$ cat src/rtl/forward_tag_pipe_pkg.sv
// Shared pipeline definitions for the forwarding tag tracker.
// Tag entry layout, register-address default and source-operand indices.
package forward_tag_pipe_pkg;

    localparam int RAW_DEF = 5;
    // Tag dst storage width; narrower RAW values are zero-extended into it.
    localparam int RAW_MAX = 8;

    localparam int SRC_RS = 0;
    localparam int SRC_RT = 1;

    typedef struct packed {
        logic               valid;
        logic [RAW_MAX-1:0] dst;
        logic               is_load;
    } tag_t;

endpackage

$ cat src/rtl/fwd_prio_match.sv
// Priority match of one source register against all tracked tags.
// Ports: tags (DEPTH*LANES, index s*LANES+l), src -> hit/stage/lane/is_load.
module fwd_prio_match
    import forward_tag_pipe_pkg::*;
#(
    parameter int LANES = 2,
    parameter int DEPTH = 2,
    parameter int RAW   = RAW_DEF,
    parameter int SW    = 1,
    parameter int LW    = 1
) (
    input  tag_t [DEPTH*LANES-1:0] tags,
    input  logic [RAW-1:0]         src,
    output logic                   hit,
    output logic [SW-1:0]          stage,
    output logic [LW-1:0]          lane,
    output logic                   is_load
);

    logic [RAW_MAX-1:0] src_x;

    // Walk oldest stage first and lowest lane first; later matches
    // overwrite, so the youngest stage and highest lane survive.
    always_comb begin
        hit     = 1'b0;
        stage   = '0;
        lane    = '0;
        is_load = 1'b0;
        src_x   = RAW_MAX'(src);
        for (int s = DEPTH - 1; s >= 0; s--) begin
            for (int l = 0; l < LANES; l++) begin
                if (tags[s*LANES+l].valid &&
                    tags[s*LANES+l].dst == src_x &&
                    src != '0) begin
                    hit     = 1'b1;
                    stage   = SW'(s);
                    lane    = LW'(l);
                    is_load = tags[s*LANES+l].is_load;
                end
            end
        end
    end

endmodule

$ cat src/rtl/forward_tag_pipe.sv
// Tracks post-EX destination tags and selects forwarding sources.
// Ports: EX bundle in, stall/flush/hold controls, fwd_* selects, load-use, count.
module forward_tag_pipe
    import forward_tag_pipe_pkg::*;
#(
    parameter int LANES = 2,
    parameter int DEPTH = 2,
    parameter int RAW   = RAW_DEF,
    localparam int SW   = (DEPTH > 1) ? $clog2(DEPTH) : 1,
    localparam int LW   = (LANES > 1) ? $clog2(LANES) : 1
) (
    input  logic                    clk,
    input  logic                    rst,
    input  logic [LANES-1:0]        ex_valid,
    input  logic [LANES-1:0]        ex_regwrite,
    input  logic [LANES-1:0]        ex_is_load,
    input  logic [LANES*RAW-1:0]    ex_dst,
    input  logic [LANES*RAW-1:0]    ex_rs,
    input  logic [LANES*RAW-1:0]    ex_rt,
    input  logic                    ex_stall,
    input  logic                    ex_flush,
    input  logic                    hold_all,
    output logic [2*LANES-1:0]      fwd_hit,
    output logic [2*LANES*SW-1:0]   fwd_stage,
    output logic [2*LANES*LW-1:0]   fwd_lane,
    output logic                    load_use_stall,
    output logic [15:0]             fwd_count
);

    localparam int NSRC = 2 * LANES;

    tag_t [DEPTH*LANES-1:0] tags_q;
    tag_t [DEPTH*LANES-1:0] tags_d;
    logic [15:0]            fwd_count_q;
    logic [15:0]            fwd_count_d;

    logic [RAW-1:0] src_reg [NSRC];
    logic           m_hit   [NSRC];
    logic [SW-1:0]  m_stage [NSRC];
    logic [LW-1:0]  m_lane  [NSRC];
    logic           m_load  [NSRC];

    logic           ex_wr;

    always_comb begin
        tags_d = tags_q;
        ex_wr  = 1'b0;
        if (!hold_all) begin
            for (int s = DEPTH - 1; s >= 1; s--) begin
                for (int l = 0; l < LANES; l++) begin
                    tags_d[s*LANES+l] = tags_q[(s-1)*LANES+l];
                end
            end
            for (int l = 0; l < LANES; l++) begin
                ex_wr = ex_valid[l] && ex_regwrite[l] &&
                        !ex_stall && !ex_flush &&
                        (ex_dst[l*RAW +: RAW] != '0);
                // Bubbles carry all-zero fields so nothing stale survives.
                tags_d[l].valid   = ex_wr;
                tags_d[l].dst     = ex_wr ? RAW_MAX'(ex_dst[l*RAW +: RAW])
                                          : '0;
                tags_d[l].is_load = ex_wr && ex_is_load[l];
            end
        end
    end

    always_comb begin
        for (int l = 0; l < LANES; l++) begin
            src_reg[2*l+SRC_RS] = ex_rs[l*RAW +: RAW];
            src_reg[2*l+SRC_RT] = ex_rt[l*RAW +: RAW];
        end
    end

    for (genvar i = 0; i < NSRC; i++) begin : g_src
        fwd_prio_match #(
            .LANES (LANES),
            .DEPTH (DEPTH),
            .RAW   (RAW),
            .SW    (SW),
            .LW    (LW)
        ) u_match (
            .tags    (tags_q),
            .src     (src_reg[i]),
            .hit     (m_hit[i]),
            .stage   (m_stage[i]),
            .lane    (m_lane[i]),
            .is_load (m_load[i])
        );
    end

    // Outputs are forced quiet while reset is held low.
    always_comb begin
        fwd_hit        = '0;
        fwd_stage      = '0;
        fwd_lane       = '0;
        load_use_stall = 1'b0;
        for (int i = 0; i < NSRC; i++) begin
            if (rst) begin
                fwd_hit[i]           = m_hit[i];
                fwd_stage[i*SW +: SW] = m_stage[i];
                fwd_lane[i*LW +: LW]  = m_lane[i];
                if (ex_valid[i/2] && m_hit[i] &&
                    m_stage[i] == '0 && m_load[i]) begin
                    load_use_stall = 1'b1;
                end
            end
        end
    end

    always_comb begin
        fwd_count_d = fwd_count_q;
        if (!hold_all && (|fwd_hit) && fwd_count_q != 16'hFFFF) begin
            fwd_count_d = fwd_count_q + 16'd1;
        end
    end

    assign fwd_count = fwd_count_q;

    always_ff @(posedge clk) begin
        if (!rst) begin
            tags_q      <= '0;
            fwd_count_q <= '0;
        end else begin
            tags_q      <= tags_d;
            fwd_count_q <= fwd_count_d;
        end
    end

endmodule

$ cat config.mk
export PLATFORM = sky130hd
export DESIGN_NAME = forward_tag_pipe
export DESIGN_NICKNAME = d
export VERILOG_FILES = /design/src/rtl/forward_tag_pipe_pkg.sv /design/src/rtl/fwd_prio_match.sv /design/src/rtl/forward_tag_pipe.sv
export SDC_FILE = /design/constraint.sdc
export NUM_CORES = 1
export LEC_CHECK = 0
export BUFFER_PORTS_ARGS = -buffer_cell sky130_fd_sc_hd__buf_4
export CAP_MARGIN = 30
export CORE_UTILIZATION = 45
export DETAILED_ROUTE_END_ITERATION = 8
export PLACE_DENSITY = 0.7
export SLEW_MARGIN = 5
export SYNTH_ARGS = -nofsm -noshare
export SYNTH_HDL_FRONTEND = slang
export SYNTH_SLANG_ARGS = --single-unit
$ cat constraint.sdc
create_clock -name clk -period 2.5 [get_ports clk]
set_clock_uncertainty 0.2 [all_clocks]
set_input_delay 0.5 -clock clk [delete_from_list [all_inputs] [get_ports clk]]
set_output_delay 0.5 -clock clk [all_outputs]
set_load 0.05 [all_outputs]
Yosys cells after proc, flatten, opt, wreduce, memory -nomap -nowiden --
Index checks and enable logic that the tools add are counted.
Storage, ports and cells: register bits 56, word-level logic and storage cells 175, memory bits (writable) 0, bits in read-only memories 0, output and inout port bits 29, memories kept 0, latch bits 0
Operators by class: equal/unequal tests 17, multiplexer cells 74, order comparisons 0, shift-type cells 0, div/mod/pow operators 0, reductions and logical operators 66, multipliers 0, $add $sub $neg 1, bitwise operators 4
Operator list (count):
- 8-bit by 5-bit == test with 1-bit output | 16
- 1-bit two-way mux | 72
- 1-bit logical AND | 56
- 5-bit nonzero test | 6
- 16-bit by 1-bit adder with 16-bit output (second input constant) | 1
- 16-bit != test (second input constant) | 1
- 5-bit two-way mux | 2
- 1-bit NOT | 4
- 4-bit OR reduction | 1
- 1-bit logical NOT | 3

Logic depth before layout (Yosys ltp) --
depth in word-level cells 18, depth in mapped cells 9, mapped depth without buffers 7

Hierarchy --
Synthesis repeated with hierarchy kept, for this count alone.
Unflattened totals: cells, all modules 426, area total of the unflattened synthesis 3691.0 µm²
By module, submodules not included:
- forward_tag_pipe | sequential area each 880.8 µm², area each 1954.4 µm², instances 1, cells an instance 222
- fwd_prio_match | sequential area each 0.0 µm², area each 434.2 µm², instances 4, cells an instance 51

Worst setup path after synthesis --
Ideal clock, no wire load.
kind in2out, start input ex_rs[7], end output fwd_stage[2], cell stages on the path 5, arrival time 2890 ps, setup slack -1090 ps, cells stage by stage buf_2 -> or4_4 -> nor2_4 -> nor4_2 -> nor4_1
Between the ends: word-level cells in the longest chain between the ends 8, elaborated cells between the ends (all ways) 18, those cells by class 4 x eq/ne; 5 x mux; 9 x reduce/logical
RTL lines:
- start, declared | line forward_tag_pipe.sv:18 | input logic [LANES*RAW-1:0] ex_rs,
- 8-bit by 5-bit == test with 1-bit output | line fwd_prio_match.sv:33 | tags[s*LANES+l].dst == src_x &&
- 1-bit logical AND | line fwd_prio_match.sv:32 | if (tags[s*LANES+l].valid &&
- 1-bit logical AND | line fwd_prio_match.sv:33
- 1-bit two-way mux (3 in series) | line fwd_prio_match.sv:32
- 1-bit two-way mux (*) | line fwd_prio_match.sv:32
- 1-bit two-way mux (*) | line forward_tag_pipe.sv:98 | if (rst) begin
- end, declared | line forward_tag_pipe.sv:24 | output logic [2*LANES*SW-1:0] fwd_stage,
Every way passes the cells marked *; elsewhere a longest branch is shown, timed or not.

Worst setup path after layout --
start input ex_rt[8], end output load_use_stall
Between the ends: word-level cells in the longest chain between the ends 12, elaborated cells between the ends (all ways) 29, those cells by class 4 x eq/ne; 12 x mux; 1 x bitwise; 12 x reduce/logical
RTL lines:
- start, declared | line forward_tag_pipe.sv:19 | input logic [LANES*RAW-1:0] ex_rt,
- 8-bit by 5-bit == test with 1-bit output | line fwd_prio_match.sv:33
- 1-bit logical AND | line fwd_prio_match.sv:32
- 1-bit logical AND | line fwd_prio_match.sv:33
- 1-bit two-way mux (4 in series) | line fwd_prio_match.sv:32
- 1-bit logical AND / 1-bit NOT (equally long branches) | line forward_tag_pipe.sv:102, forward_tag_pipe.sv:103
- 1-bit logical AND | line forward_tag_pipe.sv:102 | if (ex_valid[i/2] && m_hit[i] &&
- 1-bit logical AND (*) | line forward_tag_pipe.sv:103 | m_stage[i] == '0 && m_load[i]) begin
- 1-bit two-way mux (*) | line forward_tag_pipe.sv:102
- 1-bit two-way mux (*) | line forward_tag_pipe.sv:98
- end, declared | line forward_tag_pipe.sv:26 | output logic load_use_stall,
Marked as above.

==> flow_results.org <==
** Synth
- In the synthesized netlist the dominant register cell turns out to be sky130_fd_sc_hd__dfxtp_1.
- Count of mapped cells out of synthesis :: approximately 400
- Post-synthesis share of cell area spent on full adders, half adders and majority gates :: 0.003812
- Fraction of post-synthesis cell area in the top cell type by area :: 0.2562
- The number of nets handed over by synthesis was between 400 and 500.
- Count of flip-flops with a built-in enable after synthesis :: 0
- Of the total synthesized cell area, the portion taken by XOR and XNOR cells is 0.2135.
- In this run, synthesis produced a sequential element count of 42.
- Synth Cell Area :: ~3300 um2
- The compound-gate portion of the synthesized area is 0.07815.
- The portion of synthesized area spent on multiplexers is 0.05795.
- After synthesis, the cell types taking the most area are sky130_fd_sc_hd__dfxtp_1 (26%), sky130_fd_sc_hd__xnor2_1 (13%), sky130_fd_sc_hd__xor2_1 (8.5%), sky130_fd_sc_hd__mux2i_1 (5.8%), sky130_fd_sc_hd__nor4_2 (5.3%).
- Of all cell types, the one taking the most synthesized area is sky130_fd_sc_hd__dfxtp_1.
- The average instance in the mapped netlist occupies 8.184 um2.
- Counting flops with an async set or reset pin after synthesis yields a share of 0.
- By area, the combinational part of the netlist is dominated by simple AND/OR/NAND/NOR gates.
- Unique cell type count in the Yosys netlist :: 39
- Part of the Yosys area used for sequential elements :: 0.2562
- Simple-Gate Fraction of Synth Area :: 0.3019
- Number of synthesis warnings :: 0

** Placed design
- At the placement stage, the worst setup path has a slack of -0.4671 ns.
- During placement, the flow inserted port buffers numbering between 60 and 70.
- At the end of routability-driven placement, the weighted congestion stood at 0.8696.
- Once placement finished, the instance area stood at around 4300 um2.
- HPWL after DPL :: about 7300 um

** Setup path
- Data required, critical path :: approximately 1.8 ns
- STA classifies the critical path endpoint as an output pin.
- Sort of element at the start of the critical path :: primary input
- Path type of the worst setup path :: in2out
- Data arrives at the worst endpoint at 2.32 ns.
- Traced cell by cell, the critical path runs through buf_8 > or4_4 > nor2_4 > nor4_4 > nor2b_1 > o21ai_2 > a21bo_1 > a21oi_4 > buf_6.
- CP bufs+invs :: 2
- In this design, the stage delay of the slowest critical-path cell is 0.56 ns.
- Along the worst path, the maximum fanout reaches 4.
- Cell family with the largest share of critical-path delay :: simple AND/OR/NAND/NOR gates
- CP max-delay cell :: sky130_fd_sc_hd__or4_4

** STA
- The max-slew violation count came to 0.
- Hold WS :: approximately 0.23 ns
- Total Negative Setup Slacks :: -8.584 ns
- Max Fclk :: 331.0 MHz
- Dividing the final minimum period by the clock period gives 1.208.
- PnR worst setup slack :: -0.5209 ns
- Final critical-path required period :: approximately 3 ns
- For the pin with the worst max-slew slack, the measured transition is 0.5423 ns.
- Unrepaired setup endpoints after global routing :: true
- Number of failing hold endpoints at the final stage :: 0
- Total of endpoints with negative setup slack in the final report :: 29
- Relative max-transition margin :: 0.6355

** CTS
- The cell sitting at the root of the clock tree is a sky130_fd_sc_hd__clkbuf_8.
- Clock transition at path regs :: ~0.09 ns
- Hold-fix buffers, CTS :: 0
- Clock tree sinks :: 42
- For the worst-skew pair, the clock arrives at the later sink with an insertion delay of about 0.30 ns.
- CTS max path bufs :: 2
- CTS H-Tree Depth :: 2
- Buffers inserted during clock tree synthesis total 5.
- CTS tree :: built

** Status
- The run finished, with violations left.
- Failing checks :: setup timing

** Die
- Horizontal die dimension :: 87.40 um
- The core region is about 7000 um2.
- The die is ~87 um tall.
- For this configuration, the core starts out at a cell density of 0.4752.
- The die covers 7639 um2.
- The initialized floorplan defines 30 standard-cell rows.
- I/O pin count :: 70

** Drt
- DR vias/cell :: between 5 and 6
- In this run, the number of DRC markers left after iteration 0 of detailed routing was between 200 and 250.
- The first TritonRoute pass finished after 5 iterations.
- After detailed routing, the number of remaining DRC violations is 0.
- The routed layout has roughly 3,500 vias.
- Remaining antenna violation count after routing :: 0
- The routed design has 12,010 um of wire.
- Average detailed-routed wire length per instance :: ~20 um

** Global route
- The number of global-route vias before repair came to a little over 3,000.
- Total global routing track utilization :: 0.2633
- Global-route wire length before repair :: roughly 15,000 um
- Entering global routing, the biggest net connects 27 pins.
- The number of antenna violations at the first check in global routing came to 0.
- For this run the aggregate overflow at the end of global routing stands at 0.

** Final layout
- The finished cells cover 5174 um2.
- Share of layout cells above drive strength 1 :: 0.4960
- Post-layout util :: 0.7491
- For this run, the post-layout net count is between 500 and 600.
- The number of antenna diodes in the final layout is 0.
- Area overhead of the layout relative to synthesis :: 57.64%

** Worst hold path
- Class of the most critical hold timing path :: in2reg

** Power and ir drop
- The analysis attributes to cell leakage a power of 2.021 nW.
- Across the VDD grid, the largest voltage drop is between 0.3 and 0.4 mV.
- In this run the power density over the cells is just under 300 nW/um2.

** Job
- Max-cap violations in this run came to 0.
-- layout by cell type, fill, tap and decap left out, types with 14 or more instances in the layout --
master / count
sky130_fd_sc_hd__buf_6: 28
sky130_fd_sc_hd__xnor2_1: 36
sky130_fd_sc_hd__nor2_1: 28
sky130_fd_sc_hd__nor2_4: 14
sky130_fd_sc_hd__buf_4: 112
sky130_fd_sc_hd__nor4_4: 20
sky130_fd_sc_hd__mux2i_1: 19
sky130_fd_sc_hd__nand2_1: 20
sky130_fd_sc_hd__dfxtp_1: 29
sky130_fd_sc_hd__xor2_1: 32
sky130_fd_sc_hd__nand4_1: 21
-- synth_stat cells (5+ instances only) --
cell type and instances:
sky130_fd_sc_hd__mux2i_1 19, sky130_fd_sc_hd__nor2_1 41, sky130_fd_sc_hd__o21ai_0 6, sky130_fd_sc_hd__buf_1 11, sky130_fd_sc_hd__a21oi_1 10, sky130_fd_sc_hd__a22oi_1 10
sky130_fd_sc_hd__dfxtp_1 42, sky130_fd_sc_hd__nand4_1 21, sky130_fd_sc_hd__buf_6 5, sky130_fd_sc_hd__buf_2 16, sky130_fd_sc_hd__nor4_1 13, sky130_fd_sc_hd__nor2b_1 8
sky130_fd_sc_hd__xnor2_1 48, sky130_fd_sc_hd__and3_1 8, sky130_fd_sc_hd__clkbuf_1 22, sky130_fd_sc_hd__or3_1 5, sky130_fd_sc_hd__nor4_2 14, sky130_fd_sc_hd__nand2_1 20
sky130_fd_sc_hd__nand3_1 8, sky130_fd_sc_hd__xor2_1 32
-- cell type report --
type / count / area, um2
Sequential cell: 42 / 879.6
Fill cell: 479 / 1733
Inverter: 2 / 7.507
Clock inverter: 2 / 37.54
Clock buffer: 6 / 72.57
Tap cell: 96 / 120.1
Timing Repair Buffer: 150 / 1326
Multi-Input combinational cell: 304 / 2730
-- what timing repair did --
action	in CTS	in global routing
endpoints found under the setup margin	27	29
gates resized for setup	76	52
pin swaps	27	50
setup buffers	9	12
cloned	0	3
-- final timing paths --
path         slack [ns]              to        from  cells after the start
max               -0.52  load_use_stall    ex_rt[8]                      9
min                0.23      tags_q[15]   ex_dst[9]                      3
max reg2reg       -0.21   fwd_count[10]  tags_q[35]                      9
min reg2reg        0.29      tags_q[10]  tags_q[10]                      2
-- cell families (layout without fill, tap and decap cells) --
group / after synthesis / in the layout
buffers and inverters: 58 / 160
flip-flops: 42 / 42
XOR/XNOR: 80 / 80
multiplexers: 19 / 19
adder cells (fa/ha/maj): 1 / 1
AND/OR/NAND/NOR: 161 / 164
AO/OA/AOI/OAI: 40 / 40
-- per-stage QoR --
| stage | instances | power [mW] |
|---|---|---|
| after floorplan | 401 | 0.8437 |
| after global placement | 571 | 0.9285 |
| after detailed placement | 571 | 0.9364 |
| after CTS | 588 | 1.491 |
| after global routing | 602 | 1.567 |
| final | 602 | 1.521 |
-- routing by layer --
| metal | GRT usage | routed length (um) | up-vias |
|---|---|---|---|
| met5 | 0 | 0 | - |
| met4 | 0.07154 | 418 | 0 |
| met3 | 0.04265 | 694 | 42 |
| met2 | 0.4808 | 6534 | 184 |
| met1 | 0.3166 | 4363 | 1669 |
| li1 | - | - | 1602 |
-- worst register-to-register path, cell delays in order (launching register included) --
cell and delay, ns:
sky130_fd_sc_hd__dfxtp_4 0.36, sky130_fd_sc_hd__xnor2_1 0.17, sky130_fd_sc_hd__nand4_1 0.27, sky130_fd_sc_hd__nor4_4 0.50, sky130_fd_sc_hd__buf_4 0.20, sky130_fd_sc_hd__nor4_4 0.04
sky130_fd_sc_hd__buf_4 0.18, sky130_fd_sc_hd__and4_4 0.20, sky130_fd_sc_hd__or4_1 0.41, sky130_fd_sc_hd__a21oi_1 0.13
-- power breakdown --
group	switching [mW]	leakage [nW]	internal [mW]	total (mW)
Combinational	0.150	1.62	0.145	0.295
Clock	0.260	0.0514	0.299	0.558
Sequential	0.00587	0.348	0.662	0.668
Total	0.416	2.02	1.11	1.52
-- state kept, by name, indices dropped and copies added (netlist names) --
name / count
fwd_count: 16
tags_q: 26
Note: power is estimated with default switching activity, not from simulation.
